`src/rtl/ifu_fetch_pkg.sv`:
```
// Shared P5 pipeline definitions for the fetch stage: reset constants,
// fetch state encoding and the F/D register bundle.
package ifu_fetch_pkg;

    localparam logic [31:0] RESET_PC_DEF = 32'h0000_3000;
    localparam logic [31:0] NOP_DEF      = 32'h0000_0000;

    typedef enum logic [1:0] {
        ST_REQ  = 2'd0,
        ST_WAIT = 2'd1,
        ST_HOLD = 2'd2
    } fetch_state_e;

    typedef struct packed {
        logic [31:0] instr;
        logic [31:0] pc;
        logic        valid;
        logic        adel;
    } fd_t;

endpackage

```
`src/rtl/ifu_fetch_if.sv`:
```
// Instruction-memory handshake: one request/grant pair and a response word.
interface ifu_fetch_if;

    logic        imem_req;
    logic [31:0] imem_addr;
    logic        imem_gnt;
    logic        imem_rvalid;
    logic [31:0] imem_rdata;

    modport master (
        output imem_req,
        output imem_addr,
        input  imem_gnt,
        input  imem_rvalid,
        input  imem_rdata
    );

    modport slave (
        input  imem_req,
        input  imem_addr,
        output imem_gnt,
        output imem_rvalid,
        output imem_rdata
    );

endinterface

```
`src/rtl/ifu_fetch_buf.sv`:
```
// One-entry holding register for a fetched word that arrived while decode
// was stalled. Load and clear never coincide: a load happens only in WAIT
// under stall, a clear only on an advance.
module fetch_buf (
    input  logic        clk,
    input  logic        reset,
    input  logic        load_i,
    input  logic        clear_i,
    input  logic [31:0] data_i,
    output logic [31:0] data_o,
    output logic        valid_o
);

    logic [31:0] data_q;
    logic        valid_q;

    // Capture the returned word on load; drop the entry once it is consumed.
    always_ff @(posedge clk or posedge reset) begin
        if (reset) begin
            data_q  <= '0;
            valid_q <= 1'b0;
        end else if (load_i) begin
            data_q  <= data_i;
            valid_q <= 1'b1;
        end else if (clear_i) begin
            valid_q <= 1'b0;
        end
    end

    assign data_o  = data_q;
    assign valid_o = valid_q;

endmodule

```
`src/rtl/ifu_fetch.sv`:
```
// P5 fetch stage: owns the PC, fetches one instruction at a time over the
// req/gnt/rvalid handshake, buffers a word while decode is stalled and
// drives the F/D register. Redirects come only through npc (delay slot),
// so nothing already fetched is ever flushed.
module ifu_fetch
    import ifu_fetch_pkg::*;
#(
    parameter logic [31:0] RESET_PC = RESET_PC_DEF,
    parameter logic [31:0] NOP      = NOP_DEF
) (
    input  logic               clk,
    input  logic               reset,
    input  logic               stall,
    input  logic [31:0]        npc,
    output logic [31:0]        f_pc,
    ifu_fetch_if.master        imem,
    output logic [31:0]        d_instr,
    output logic [31:0]        d_pc,
    output logic               d_valid,
    output logic               d_adel,
    output logic               fetch_busy
);

    fetch_state_e state_q, state_d;
    logic [31:0]  pc_q, pc_d;
    fd_t          fd_q, fd_d;

    logic [31:0]  buf_data;
    logic         buf_valid;
    logic         aligned;
    logic         misaligned_req;
    logic         resp_now;
    logic         avail;
    logic         advance;
    logic         buf_load;
    logic [31:0]  word;

    assign aligned        = (pc_q[1:0] == 2'b00);
    assign misaligned_req = (state_q == ST_REQ) && !aligned;
    assign resp_now       = (state_q == ST_WAIT) && imem.imem_rvalid;
    assign avail          = resp_now || ((state_q == ST_HOLD) && buf_valid);
    assign advance        = avail && !stall;
    assign buf_load       = resp_now && stall;
    assign word           = (state_q == ST_HOLD) ? buf_data : imem.imem_rdata;

    fetch_buf u_buf (
        .clk     (clk),
        .reset   (reset),
        .load_i  (buf_load),
        .clear_i (advance),
        .data_i  (imem.imem_rdata),
        .data_o  (buf_data),
        .valid_o (buf_valid)
    );

    // State, PC and F/D registers; reset clears everything immediately.
    always_ff @(posedge clk or posedge reset) begin
        if (reset) begin
            state_q <= ST_REQ;
            pc_q    <= RESET_PC;
            fd_q    <= '{instr: NOP, pc: 32'h0, valid: 1'b0, adel: 1'b0};
        end else begin
            state_q <= state_d;
            pc_q    <= pc_d;
            fd_q    <= fd_d;
        end
    end

    // Next state, next PC and F/D load; defaults hold everything.
    always_comb begin
        state_d = state_q;
        pc_d    = pc_q;
        fd_d    = fd_q;

        unique case (state_q)
            ST_REQ: begin
                if (aligned && imem.imem_gnt) begin
                    state_d = ST_WAIT;
                end
            end
            ST_WAIT: begin
                if (imem.imem_rvalid) begin
                    state_d = stall ? ST_HOLD : ST_REQ;
                end
            end
            ST_HOLD: begin
                if (!stall) begin
                    state_d = ST_REQ;
                end
            end
            default: state_d = ST_REQ;
        endcase

        if (!stall) begin
            if (advance) begin
                fd_d = '{instr: word, pc: pc_q, valid: 1'b1, adel: 1'b0};
                pc_d = npc;
            end else if (misaligned_req) begin
                // No request goes out; the exception travels down as a bubble.
                fd_d = '{instr: NOP, pc: pc_q, valid: 1'b0, adel: 1'b1};
                pc_d = npc;
            end else begin
                fd_d = '{instr: NOP, pc: pc_q, valid: 1'b0, adel: 1'b0};
            end
        end
    end

    assign imem.imem_req  = (state_q == ST_REQ) && aligned;
    assign imem.imem_addr = pc_q;

    assign f_pc       = pc_q;
    assign d_instr    = fd_q.instr;
    assign d_pc       = fd_q.pc;
    assign d_valid    = fd_q.valid;
    assign d_adel     = fd_q.adel;
    assign fetch_busy = ((state_q == ST_REQ) && aligned) || (state_q == ST_WAIT);

endmodule
```
`src/flat_wrapper.sv`:
```
// flat-port wrapper written by rule: the top's interface ports become plain ports
module ifu_fetch_flat import ifu_fetch_pkg::*;
#(
    parameter logic [31:0] RESET_PC = RESET_PC_DEF,
    parameter logic [31:0] NOP      = NOP_DEF
)
  (clk, reset, stall, npc, f_pc, d_instr, d_pc, d_valid, d_adel, fetch_busy, imem_imem_req, imem_imem_addr, imem_imem_gnt, imem_imem_rvalid, imem_imem_rdata);
  ifu_fetch_if imem_i ();
  input  logic clk;
  input  logic reset;
  input  logic stall;
  input  logic [31:0] npc;
  output logic [31:0] f_pc;
  output logic [31:0] d_instr;
  output logic [31:0] d_pc;
  output logic d_valid;
  output logic d_adel;
  output logic fetch_busy;
  output wire logic [$bits(imem_i.imem_req)-1:0] imem_imem_req;
  output wire logic [$bits(imem_i.imem_addr)-1:0] imem_imem_addr;
  input wire logic [$bits(imem_i.imem_gnt)-1:0] imem_imem_gnt;
  input wire logic [$bits(imem_i.imem_rvalid)-1:0] imem_imem_rvalid;
  input wire logic [$bits(imem_i.imem_rdata)-1:0] imem_imem_rdata;
  assign imem_imem_req = imem_i.imem_req;
  assign imem_imem_addr = imem_i.imem_addr;
  assign imem_i.imem_gnt = imem_imem_gnt;
  assign imem_i.imem_rvalid = imem_imem_rvalid;
  assign imem_i.imem_rdata = imem_imem_rdata;
  ifu_fetch #(.RESET_PC(RESET_PC), .NOP(NOP)) u_core (.clk(clk), .reset(reset), .stall(stall), .npc(npc), .f_pc(f_pc), .imem(imem_i), .d_instr(d_instr), .d_pc(d_pc), .d_valid(d_valid), .d_adel(d_adel), .fetch_busy(fetch_busy));
endmodule
```
`config.mk`:
```
export PLATFORM = sky130hd
export DESIGN_NAME = ifu_fetch_flat
export DESIGN_NICKNAME = d
export VERILOG_FILES = /design/src/rtl/ifu_fetch_pkg.sv /design/src/rtl/ifu_fetch_if.sv /design/src/rtl/ifu_fetch_buf.sv /design/src/rtl/ifu_fetch.sv /design/src/flat_wrapper.sv
export SDC_FILE = /design/constraint.sdc
export NUM_CORES = 1
export LEC_CHECK = 0
export CORE_ASPECT_RATIO = 1.2
export CORE_MARGIN = 5
export CORE_UTILIZATION = 60
export DETAILED_ROUTE_END_ITERATION = 10
export DONT_BUFFER_PORTS = 1
export GPL_ROUTABILITY_DRIVEN = 0
export GPL_TIMING_DRIVEN = 1
export HOLD_SLACK_MARGIN = 0.1
export PLACE_DENSITY = 0.76
export SLEW_MARGIN = 20
export SYNTH_ARGS = -nofsm -noshare
export SYNTH_HDL_FRONTEND = slang
export SYNTH_SLANG_ARGS = --single-unit
```
`constraint.sdc`:
```
create_clock -name clk -period 6.45 [get_ports clk]
set_clock_uncertainty 0.15 [all_clocks]
set_input_delay 1.29 -clock clk [delete_from_list [all_inputs] [get_ports clk]]
set_output_delay 1.29 -clock clk [all_outputs]
set_load 0.02 [all_outputs]
```
==> reports/results.ini, run 1 <==
[status]
outcome=finished clean

[critical_path]
worstReg2RegEnd=u_core.f_pc[2]
endpoint_kind=primary output
timing_worst_setup_path_type=reg2out
arrival_ps=1980
crit_fanout=6
rr_worst_depth=3
startpoint_type=register
r2r_slack_ps=4370
cp.required_ps=5010
worstReg2RegStart=u_core.state_q[1]

[timing]
relSlewSlack_pct=36.2
worst_hold_margin_ps=353
grt_setup_unrepaired=no
finalHoldViolations=0
finalMaxSlewViolations=0
period_needed_ps=3420
period_share_pct=53.0
fmaxAchievable_mhz=293
tns_ps=0
timing_worst_slew_pin_value_ps=957
setup_viol_count_final=0

[synth]
number_of_synthesized_flops_with_an_enable_pin=0
synthesis.area_per_instance_um2=12.2
synthSimpleGateAreaFrac_pct=3.93
async_flop_share_pct=100
postSynthNetCount=555
post_synth_instance_area_um2=5920
synth_top_family_by_area=multiplexers
synth_top_area_share_pct=55.4
synth_xor_area_share_pct=0
netlist-cell-type-count=25
synth.area.top_cells=sky130_fd_sc_hd__dfrtp_1, sky130_fd_sc_hd__mux2_2, sky130_fd_sc_hd__mux2i_1
synth-seq-area-share_pct=56.3
synth_compound_area_share_pct=12.2
synth_ff_type=sky130_fd_sc_hd__dfrtp_1
synth-seq-cells=133
post_synth_inst_count=486
synth.largest_area_cell=sky130_fd_sc_hd__dfrtp_1
synth_warnings=0
synth.mux.area_fraction_pct=17.6
synth_fa_ha_area_share_pct=0

[min_path]
min_path_type=reg2reg
min-delay-start=u_core.u_buf.data_o[27]
worstHoldPathCells=1
worstHoldEndpoint=u_core.u_buf.data_o[27]

[power]
p_int_mw=2.08
power.switching_fraction_pct=40.8
power_density_over_the_cells_nw_per_um2=565
power_switching_mw=1.43
seqPwrFrac_pct=54.0
power.static_leakage_nw=2.96
p_total_mw=3.51
vdd_ir_drop_max_uv=237
fraction_of_power_consumed_by_combinational_cells_pct=20.6
share_clk_of_total_power_pct=25.4

[cts]
clkLatencyLatePin_ps=400
path_clk_slew_ps=60
cts.sinks=133
ctsRootBufferMaster=sky130_fd_sc_hd__clkbuf_16
clk_path_buf_depth=2
cts_repair_resize_count=0
postCtsSetupRepairBufs=0
htree_levels=4
cts_made_buffers=17
cts_hold_buffers=0
cts_tree=yes

[die]
die_height_um=119
floorplan.die.width_um=101
floorplan.core_area_um2=9560
ioPinCount=201
std_cell_rows=39
overall_die_area_um2=12000
initial_core_util_pct=61.9

[placed_design]
port_buffers=0
hpwl_um=8070

[finish]
area_delta_synth_final_pct=4.95
layout-drive-gt1-share_pct=23.7
fillers=741
layout_commonest_cell=sky130_fd_sc_hd__dfrtp_1
num-nets-final=508
finalCoreUtilization_pct=64.9
mostFrequentLayoutCells=sky130_fd_sc_hd__dfrtp_1, sky130_fd_sc_hd__mux2_2, sky130_fd_sc_hd__nand2_1
antenna_diode_count=0

[routing]
routed_wirelength_um=12600
avgRoutedWirePerCell_um=21.9
ant_nets=0
viasPerCell=6.20
drt_pass_1_iters=4
drc_marker_count_from_the_first_detailed_route_iteration=173
num_vias=3566
drc_errors=0

[grt]
grt_start_max_net_pins=133
first_pass_grt_wire_length_um=19700
globalRouteTotalUtil_pct=21.2
grt_antenna_before_repair=0
number_of_global_route_vias_before_repair=3615
grt-ovfl-total=0

[job]
maxCapViolations=0

## cell type report
cell class	instances	area (µm²)	area share [%]
multi-input cells	249	2010	32.3
inverters	34	133	2.14
well taps	123	154	2.48
clock inverters	9	77.6	1.25
repair buffers	4	30.0	0.483
clock buffers	23	478	7.70
flip-flops and latches	133	3330	53.6
## registers in the layout, summed over array words and instances (netlist names)
| register | count |
|---|---|
| u_core.d_adel | 1 |
| u_core.d_instr | 32 |
| u_core.d_pc | 32 |
| u_core.d_valid | 1 |
| u_core.f_pc | 32 |
| u_core.state_q | 2 |
| u_core.u_buf.data_o | 32 |
| u_core.u_buf.valid_o | 1 |
## power by group through the flow
stage                     logic (mW)  clock network [mW]  registers (mW)
after floorplan                0.905                   0            1.68
after global placement         0.684                   0            1.89
after detailed placement       0.726                   0            1.92
after CTS                      0.729               0.909            1.90
after global routing           0.803               0.954            1.95
final                          0.722               0.893            1.90
## cell usage after synthesis, types with 6 or more instances
| master | n |
|---|---|
| sky130_fd_sc_hd__nor2_1 | 6 |
| sky130_fd_sc_hd__mux2_2 | 64 |
| sky130_fd_sc_hd__buf_4 | 36 |
| sky130_fd_sc_hd__dfrtp_1 | 131 |
| sky130_fd_sc_hd__mux2i_1 | 32 |
| sky130_fd_sc_hd__buf_2 | 10 |
| sky130_fd_sc_hd__clkbuf_1 | 17 |
| sky130_fd_sc_hd__o31ai_1 | 32 |
| sky130_fd_sc_hd__o32ai_1 | 32 |
| sky130_fd_sc_hd__inv_1 | 34 |
| sky130_fd_sc_hd__o21ai_0 | 32 |
| sky130_fd_sc_hd__buf_6 | 7 |
| sky130_fd_sc_hd__nand2_1 | 35 |
## critical path: stages, from the launching register on
cell and delay (ps):
sky130_fd_sc_hd__dfrtp_1 570, sky130_fd_sc_hd__or2_2 430, sky130_fd_sc_hd__nor3_1 570
## metal layers
metal	GRT usage [%]	vias up	wire, µm
li1	-	1588	-
met1	25.1	1792	4860
met2	33.9	171	6300
met3	9.31	15	1230
met4	7.92	0	189
met5	0	-	0
## how the worst max path moves through the flow
stage               cells after the start              end        startpoint  slack, ps
floorplan                               1    u_core.d_adel             reset       1460
global placement                        3   u_core.f_pc[1]  imem_imem_rvalid       3380
detailed placement                      3  u_core.f_pc[22]  imem_imem_rvalid       3260
CTS                                     2    imem_imem_req    u_core.f_pc[1]       3020
global route                            2    imem_imem_req    u_core.f_pc[1]       2970
finish                                  2    imem_imem_req    u_core.f_pc[1]       3030
## per-stage QoR
stage | worst slack, ps | std cells | area, µm²
after floorplan | 1460 | 486 | 5920
after global placement | 3380 | 543 | 5650
after detailed placement | 3260 | 543 | 5650
after CTS | 3020 | 575 | 6200
after global routing | 2970 | 575 | 6210
final | 3030 | 575 | 6210
## logic make-up (layout without fill, tap and decap cells)
logic type      after synthesis  after routing
mux                          96             96
buf+inv                     104             70
flops                       133            133
simple gates                 52             52
compound gates              101            101
(Power assumes the default switching activity.)
==> run 2: changes to the inputs <==
--- a/config.mk
+++ b/config.mk
@@ -7,13 +7,13 @@
 export LEC_CHECK = 0
 export CORE_ASPECT_RATIO = 1.2
 export CORE_MARGIN = 5
-export CORE_UTILIZATION = 60
+export CORE_UTILIZATION = 57
 export DETAILED_ROUTE_END_ITERATION = 10
 export DONT_BUFFER_PORTS = 1
 export GPL_ROUTABILITY_DRIVEN = 0
 export GPL_TIMING_DRIVEN = 1
 export HOLD_SLACK_MARGIN = 0.1
-export PLACE_DENSITY = 0.76
+export PLACE_DENSITY = 0.75
 export SLEW_MARGIN = 20
 export SYNTH_ARGS = -nofsm -noshare
 export SYNTH_HDL_FRONTEND = slang
==> constraint.sdc (replaced) <==
create_clock -name clk -period 2.9 [get_ports clk]
set_clock_uncertainty 0.15 [all_clocks]
set_input_delay 0.58 -clock clk [delete_from_list [all_inputs] [get_ports clk]]
set_output_delay 0.58 -clock clk [all_outputs]
set_load 0.02 [all_outputs]
==> run 2 against run 1 <==
Effect of this change: register-to-register slack worse by 3600 ps; worst hold slack worse by 210 ps; critical path type unchanged; worst setup slack worse by 2600 ps; wire length up 0.73%; cell area up 2.4%; non-clock buffer count up 5; largest cell class unchanged; sequential share of layout area down 1.3 points; sequential power up 120%; first-iteration DRC count down 19%; combinational power up 130%; total power up 130%.
==> reports/results.ini, run 2 (synthesis results as in run 1) <==
[die]
std_cell_rows=40  ; +2.6%
floorplan.die.width_um=103  ; +2.3%
ioPinCount=201  ; unchanged
die_height_um=122  ; +2.4%
floorplan.core_area_um2=10100  ; +5.7%
overall_die_area_um2=12500  ; +4.8%
initial_core_util_pct=58.5  ; -3.3 points

[power]
power.switching_fraction_pct=39.3  ; -1.5 points
share_clk_of_total_power_pct=28.9  ; +3.5 points
p_int_mw=5.00  ; +140%
vdd_ir_drop_max_uv=537  ; +130%
power.static_leakage_nw=3.02  ; +2.0%
p_total_mw=8.23  ; +130%
fraction_of_power_consumed_by_combinational_cells_pct=19.9  ; -0.7 points
power_switching_mw=3.23  ; +130%
seqPwrFrac_pct=51.2  ; -2.8 points
power_density_over_the_cells_nw_per_um2=1290  ; +130%

[grt]
grt-ovfl-total=0  ; unchanged
first_pass_grt_wire_length_um=20100  ; +1.9%
grt_start_max_net_pins=133  ; unchanged
number_of_global_route_vias_before_repair=3817  ; +5.6%
globalRouteTotalUtil_pct=20.8  ; -0.42 points
grt_antenna_before_repair=0  ; unchanged

[cts]
cts_tree=yes
ctsRootBufferMaster=sky130_fd_sc_hd__clkbuf_16
postCtsSetupRepairBufs=0  ; unchanged
clkLatencyLatePin_ps=400  ; about the same
cts.sinks=133  ; unchanged
htree_levels=4  ; unchanged
cts_made_buffers=17  ; unchanged
clk_path_buf_depth=2  ; unchanged
path_clk_slew_ps=60  ; about the same

[timing]
period_share_pct=86.6
grt_setup_unrepaired=no
finalHoldViolations=0  ; unchanged
setup_slack_ps=387  ; -2650 ps
setup_viol_count_final=0  ; unchanged
relSlewSlack_pct=37.6  ; +1.4 points
timing_worst_slew_pin_value_ps=936  ; -21.1 ps
period_needed_ps=2510
tns_ps=0  ; unchanged
fmaxAchievable_mhz=398
finalMaxSlewViolations=0  ; unchanged

[finish]
area_taken_by_multi_input_logic_gates_um2=2000  ; -0.31%
fillers=772  ; +4.2%
num-nets-final=513  ; +0.98%
fin_cells=583  ; +1.4%
antenna_diode_count=0  ; unchanged
area_delta_synth_final_pct=7.46
layout-drive-gt1-share_pct=24.5  ; +0.84 points
layout_commonest_cell=sky130_fd_sc_hd__dfrtp_1
area.sequential_um2=3330  ; unchanged
mostFrequentLayoutCells=sky130_fd_sc_hd__dfrtp_1, sky130_fd_sc_hd__mux2_2, sky130_fd_sc_hd__nand2_1

[routing]
num_vias=3558  ; -0.22%
routed_wirelength_um=12700  ; +0.73%
met3RoutedLength_um=1130  ; -8.1%
wl_met2_um=6460  ; +2.4%
ant_nets=0  ; unchanged
viasPerCell=6.10  ; -1.6%
avgRoutedWirePerCell_um=21.7  ; -0.65%
drc_marker_count_from_the_first_detailed_route_iteration=140  ; -19%
drc_errors=0  ; unchanged
drt_pass_1_iters=4  ; unchanged
routedLengthMet1_um=4880  ; +0.45%
highest_layer=met4

[placed_design]
pre_cts_ws_ps=740  ; -2520 ps
port_buffers=0  ; unchanged
hpwl_um=8110  ; +0.41%
placed_cells=550  ; +1.3%

[job]
maxCapViolations=0  ; unchanged

[critical_path]
timing_worst_setup_path_type=reg2out
endpoint_kind=primary output
arrival_ps=1780  ; -200 ps
cp.required_ps=2170  ; -2840 ps
crit_fanout=6  ; unchanged
startpoint_type=register

[min_path]
min_path_type=in2reg

[status]
outcome=finished clean

==> run 2: cell types whose count changed in the layout (fill, tap and decap cells not counted), sizes merged <==
cell / before / now
clkbuf: 23 / 21
buf: 4 / 8
clkinv: 5 / 2
inv: 34 / 33
dlygate4sd3: 0 / 1
clkinvlp: 3 / 5
bufinv: 1 / 5
==> run 2: layout make-up <==
type / count / share of cell area (%)
Clock buffer: 21 / 7.40
Tap cell: 126 / 2.48
Sequential cell: 133 / 52.4
Multi-Input combinational cell: 249 / 31.5
Timing Repair Buffer: 9 / 1.10
Inverter: 34 / 2.07
Clock inverter: 11 / 3.11
==> run 2: stage by stage <==
| stage | utilization [%] | cell area (µm²) | hold WS (ps) |
|---|---|---|---|
| 2_1_floorplan | - | 5920 | 329 |
| 3_3_place_gp | 56.2 | 5680 | 336 |
| 5_1_grt | 62.9 | 6360 | 115 |
| 4_1_cts | 62.8 | 6350 | 109 |
| 6_report | 62.9 | 6360 | 140 |
| 3_5_place_dp | 56.2 | 5680 | 342 |
==> run 2: repair_timing <==
item / in CTS / in global routing
hold buffers: 0 / 1
resized for setup: 0 / 0
endpoints found under the hold margin: 0 / 2
==> run 2: worst max-delay path: stages (launching register included) <==
cell and delay (ps):
sky130_fd_sc_hd__dfrtp_1 590, sky130_fd_sc_hd__or2_2 430, sky130_fd_sc_hd__nor3_1 180, sky130_fd_sc_hd__buf_4 180
==> run 2: power groups by stage <==
stage | combinational, mW | sequential [mW] | clock, mW
final | 1.64 | 4.21 | 2.38
after global routing | 1.84 | 4.36 | 2.52
after CTS | 1.66 | 4.23 | 2.43
after detailed placement | 1.64 | 4.26 | 0
after global placement | 1.55 | 4.21 | 0
after floorplan | 2.01 | 3.75 | 0
==> run 2: worst paths after layout <==
kind                                               from                       to  slack [ps]  depth (start not counted)
worst min-delay path                            npc[12]          u_core.f_pc[12]         140                          2
worst min register to register  u_core.u_buf.data_o[29]  u_core.u_buf.data_o[29]         350                          1
max in group asynchronous                         reset   u_core.u_buf.data_o[4]        1820                          2
min in group asynchronous                         reset           u_core.d_pc[2]         150                          2
worst max register to register        u_core.state_q[0]           u_core.f_pc[2]         810                          3
worst max-delay path                     u_core.f_pc[0]            imem_imem_req         390                          3
==> run 2: metal layers <==
| layer | track usage [%] | vias up |
|---|---|---|
| met5 | 0 | - |
| met4 | 6.07 | 0 |
| met3 | 9.39 | 12 |
| met2 | 33.6 | 152 |
| met1 | 24.8 | 1794 |
| li1 | - | 1600 |
==> run 3: changes to the inputs <==
--- a/config.mk
+++ b/config.mk
@@ -5,7 +5,7 @@
 export SDC_FILE = /design/constraint.sdc
 export NUM_CORES = 1
 export LEC_CHECK = 0
-export CORE_ASPECT_RATIO = 1.2
+export CORE_ASPECT_RATIO = 0.5
 export CORE_MARGIN = 5
 export CORE_UTILIZATION = 57
 export DETAILED_ROUTE_END_ITERATION = 10
==> run 3 against run 2 <==
Effect of this change: clock power is 4% lower; flip-flop and latch count stayed put; total power is 1.1% lower; critical path type unchanged.
==> reports/results.ini, run 3 (synthesis results as in run 1) <==
[finish]
num-nets-final=515  ; +0.39%
area_taken_by_multi_input_logic_gates_um2=2000  ; unchanged
layout_commonest_cell=sky130_fd_sc_hd__dfrtp_1
area_delta_synth_final_pct=8.05
fillers=812  ; +5.2%
fin_cells=599  ; +2.7%
antenna_diode_count=0  ; unchanged
final_design_area_no_fill_um2=6390  ; +0.55%
layout-drive-gt1-share_pct=24.8  ; +0.33 points
area.sequential_um2=3330  ; unchanged
mostFrequentLayoutCells=sky130_fd_sc_hd__dfrtp_1, sky130_fd_sc_hd__mux2_2, sky130_fd_sc_hd__nand2_1

[timing]
period_needed_ps=2620  ; +106 ps
period_share_pct=90.3  ; +3.6 points
finalHoldViolations=0  ; unchanged
finalMaxSlewViolations=0  ; unchanged
tns_ps=0  ; unchanged
setup_viol_count_final=0  ; unchanged
fmaxAchievable_mhz=382  ; -4.0%
grt_setup_unrepaired=no
timing_worst_slew_pin_value_ps=974  ; +37.7 ps
worst_hold_margin_ps=132  ; -8.35 ps
relSlewSlack_pct=35.1  ; -2.5 points

[routing]
viasPerCell=5.90  ; -3.3%
avgRoutedWirePerCell_um=20.8  ; -4.4%
drt_pass_1_iters=4  ; unchanged
num_vias=3536  ; -0.62%
drc_errors=0  ; unchanged
ant_nets=0  ; unchanged
drc_marker_count_from_the_first_detailed_route_iteration=190  ; +36%
routed_wirelength_um=12400  ; -1.8%

[cts]
clk_path_buf_depth=2  ; unchanged
cts_hold_buffers=1  ; +1
cts_repair_resize_count=0  ; unchanged
htree_levels=4  ; unchanged
cts.sinks=133  ; unchanged
ctsRootBufferMaster=sky130_fd_sc_hd__clkbuf_16
postCtsSetupRepairBufs=0  ; unchanged
cts_made_buffers=17  ; unchanged
clkLatencyLatePin_ps=390  ; about the same
path_clk_slew_ps=60  ; about the same
cts_tree=yes

[critical_path]
worstReg2RegStart=u_core.state_q[1]
worstReg2RegEnd=u_core.f_pc[4]
cp_num_buf_inv=0  ; -1
path_depth=2  ; -1
cp.required_ps=2170  ; about the same
endpoint_kind=primary output
startpoint_type=register
rr_worst_depth=4  ; +1
worst_path_max_delay_cell=sky130_fd_sc_hd__dfrtp_1
cp-startpoint=u_core.f_pc[1]
worst_path_largest_cell_delay_ps=580  ; about the same
crit_path_cells=or2_2 > nor3_1
critical-path-top-delay-family=simple AND/OR/NAND/NOR gates
worstSetupEndpoint=imem_imem_req
r2r_slack_ps=780  ; -30 ps
crit_fanout=6  ; unchanged
timing_worst_setup_path_type=reg2out
arrival_ps=1890  ; +110 ps

[placed_design]
hpwl_um=8070  ; -0.47%
placed_cells=566  ; +2.9%
port_buffers=0  ; unchanged
placed_cell_area_um2=5750  ; +1.2%

[power]
p_total_mw=8.14  ; -1.1%
power.static_leakage_nw=3.04  ; +0.60%
vdd_ir_drop_max_uv=602  ; +12%
power_density_over_the_cells_nw_per_um2=1270  ; -1.7%

[grt]
globalRouteTotalUtil_pct=20.0  ; -0.76 points
grt-ovfl-total=0  ; unchanged
grt_start_max_net_pins=133  ; unchanged
grt_antenna_before_repair=0  ; unchanged
first_pass_grt_wire_length_um=19800  ; -1.4%
number_of_global_route_vias_before_repair=3711  ; -2.8%

[job]
maxCapViolations=0  ; unchanged

[min_path]
min_path_type=in2reg

[die]
floorplan.core_area_um2=10200  ; +0.72%
ioPinCount=201  ; unchanged
overall_die_area_um2=12600  ; +0.92%
initial_core_util_pct=58.1  ; -0.42 points
die_height_um=82.1  ; -33%
std_cell_rows=26  ; -35%
floorplan.die.width_um=154  ; +50%

[status]
outcome=finished clean

run 3: cell types whose count changed in the layout (fill, tap and decap cells not counted):
cell,before,now
sky130_fd_sc_hd__buf_12,0,3
sky130_fd_sc_hd__buf_4,8,7
sky130_fd_sc_hd__bufinv_16,5,4
sky130_fd_sc_hd__clkbuf_8,3,2
sky130_fd_sc_hd__clkinv_2,0,3
sky130_fd_sc_hd__clkinvlp_4,5,3
sky130_fd_sc_hd__inv_6,0,1
run 3: power breakdown:
part	switching, mW	internal (mW)
Combinational	0.899	0.790
Clock	0.792	1.49
Sequential	1.53	2.64
Total	3.22	4.91
run 3: metrics by stage:
step / util (%) / worst slack (ps)
floorplan: - / 520
global placement: 56.5 / 683
detailed placement: 56.5 / 685
CTS: 62.8 / 248
global route: 62.8 / 210
finish: 62.8 / 282
run 3: layer usage:
metal,global-route usage (%),part of all wire (%),vias up
li1,-,-,1617
met1,24.9,41,1781
met2,33.6,51,127
met3,6.79,7.2,11
met4,6.43,0.97,0
met5,0,0,-
run 3: layout make-up:
| cell class | count | area share [%] |
|---|---|---|
| Clock buffer | 20 | 7.14 |
| Clock inverter | 12 | 2.76 |
| Inverter | 34 | 2.05 |
| Multi-Input combinational cell | 249 | 31.3 |
| Sequential cell | 133 | 52.1 |
| Tap cell | 140 | 2.74 |
| Timing Repair Buffer | 11 | 1.92 |
run 3: worst register-to-register path, delay by kind of cell (launching register included):
kind	cells	cell delay [ps]
and+or+nand+nor	1	480
DFF	1	450
buffers and inverters	1	230
AOI/OAI and AO/OA	2	680
run 3: worst min path at each step:
stage / from / to / slack, ps / cells past startpoint
after global placement: u_core.u_buf.data_o[16] / u_core.u_buf.data_o[16] / 340 / 1
after global routing: stall / u_core.f_pc[12] / 120 / 1
final: stall / u_core.f_pc[13] / 130 / 1
after floorplan: u_core.u_buf.data_o[28] / u_core.u_buf.data_o[28] / 330 / 1
after detailed placement: u_core.u_buf.data_o[8] / u_core.u_buf.data_o[8] / 340 / 1
after CTS: stall / u_core.f_pc[13] / 100 / 1
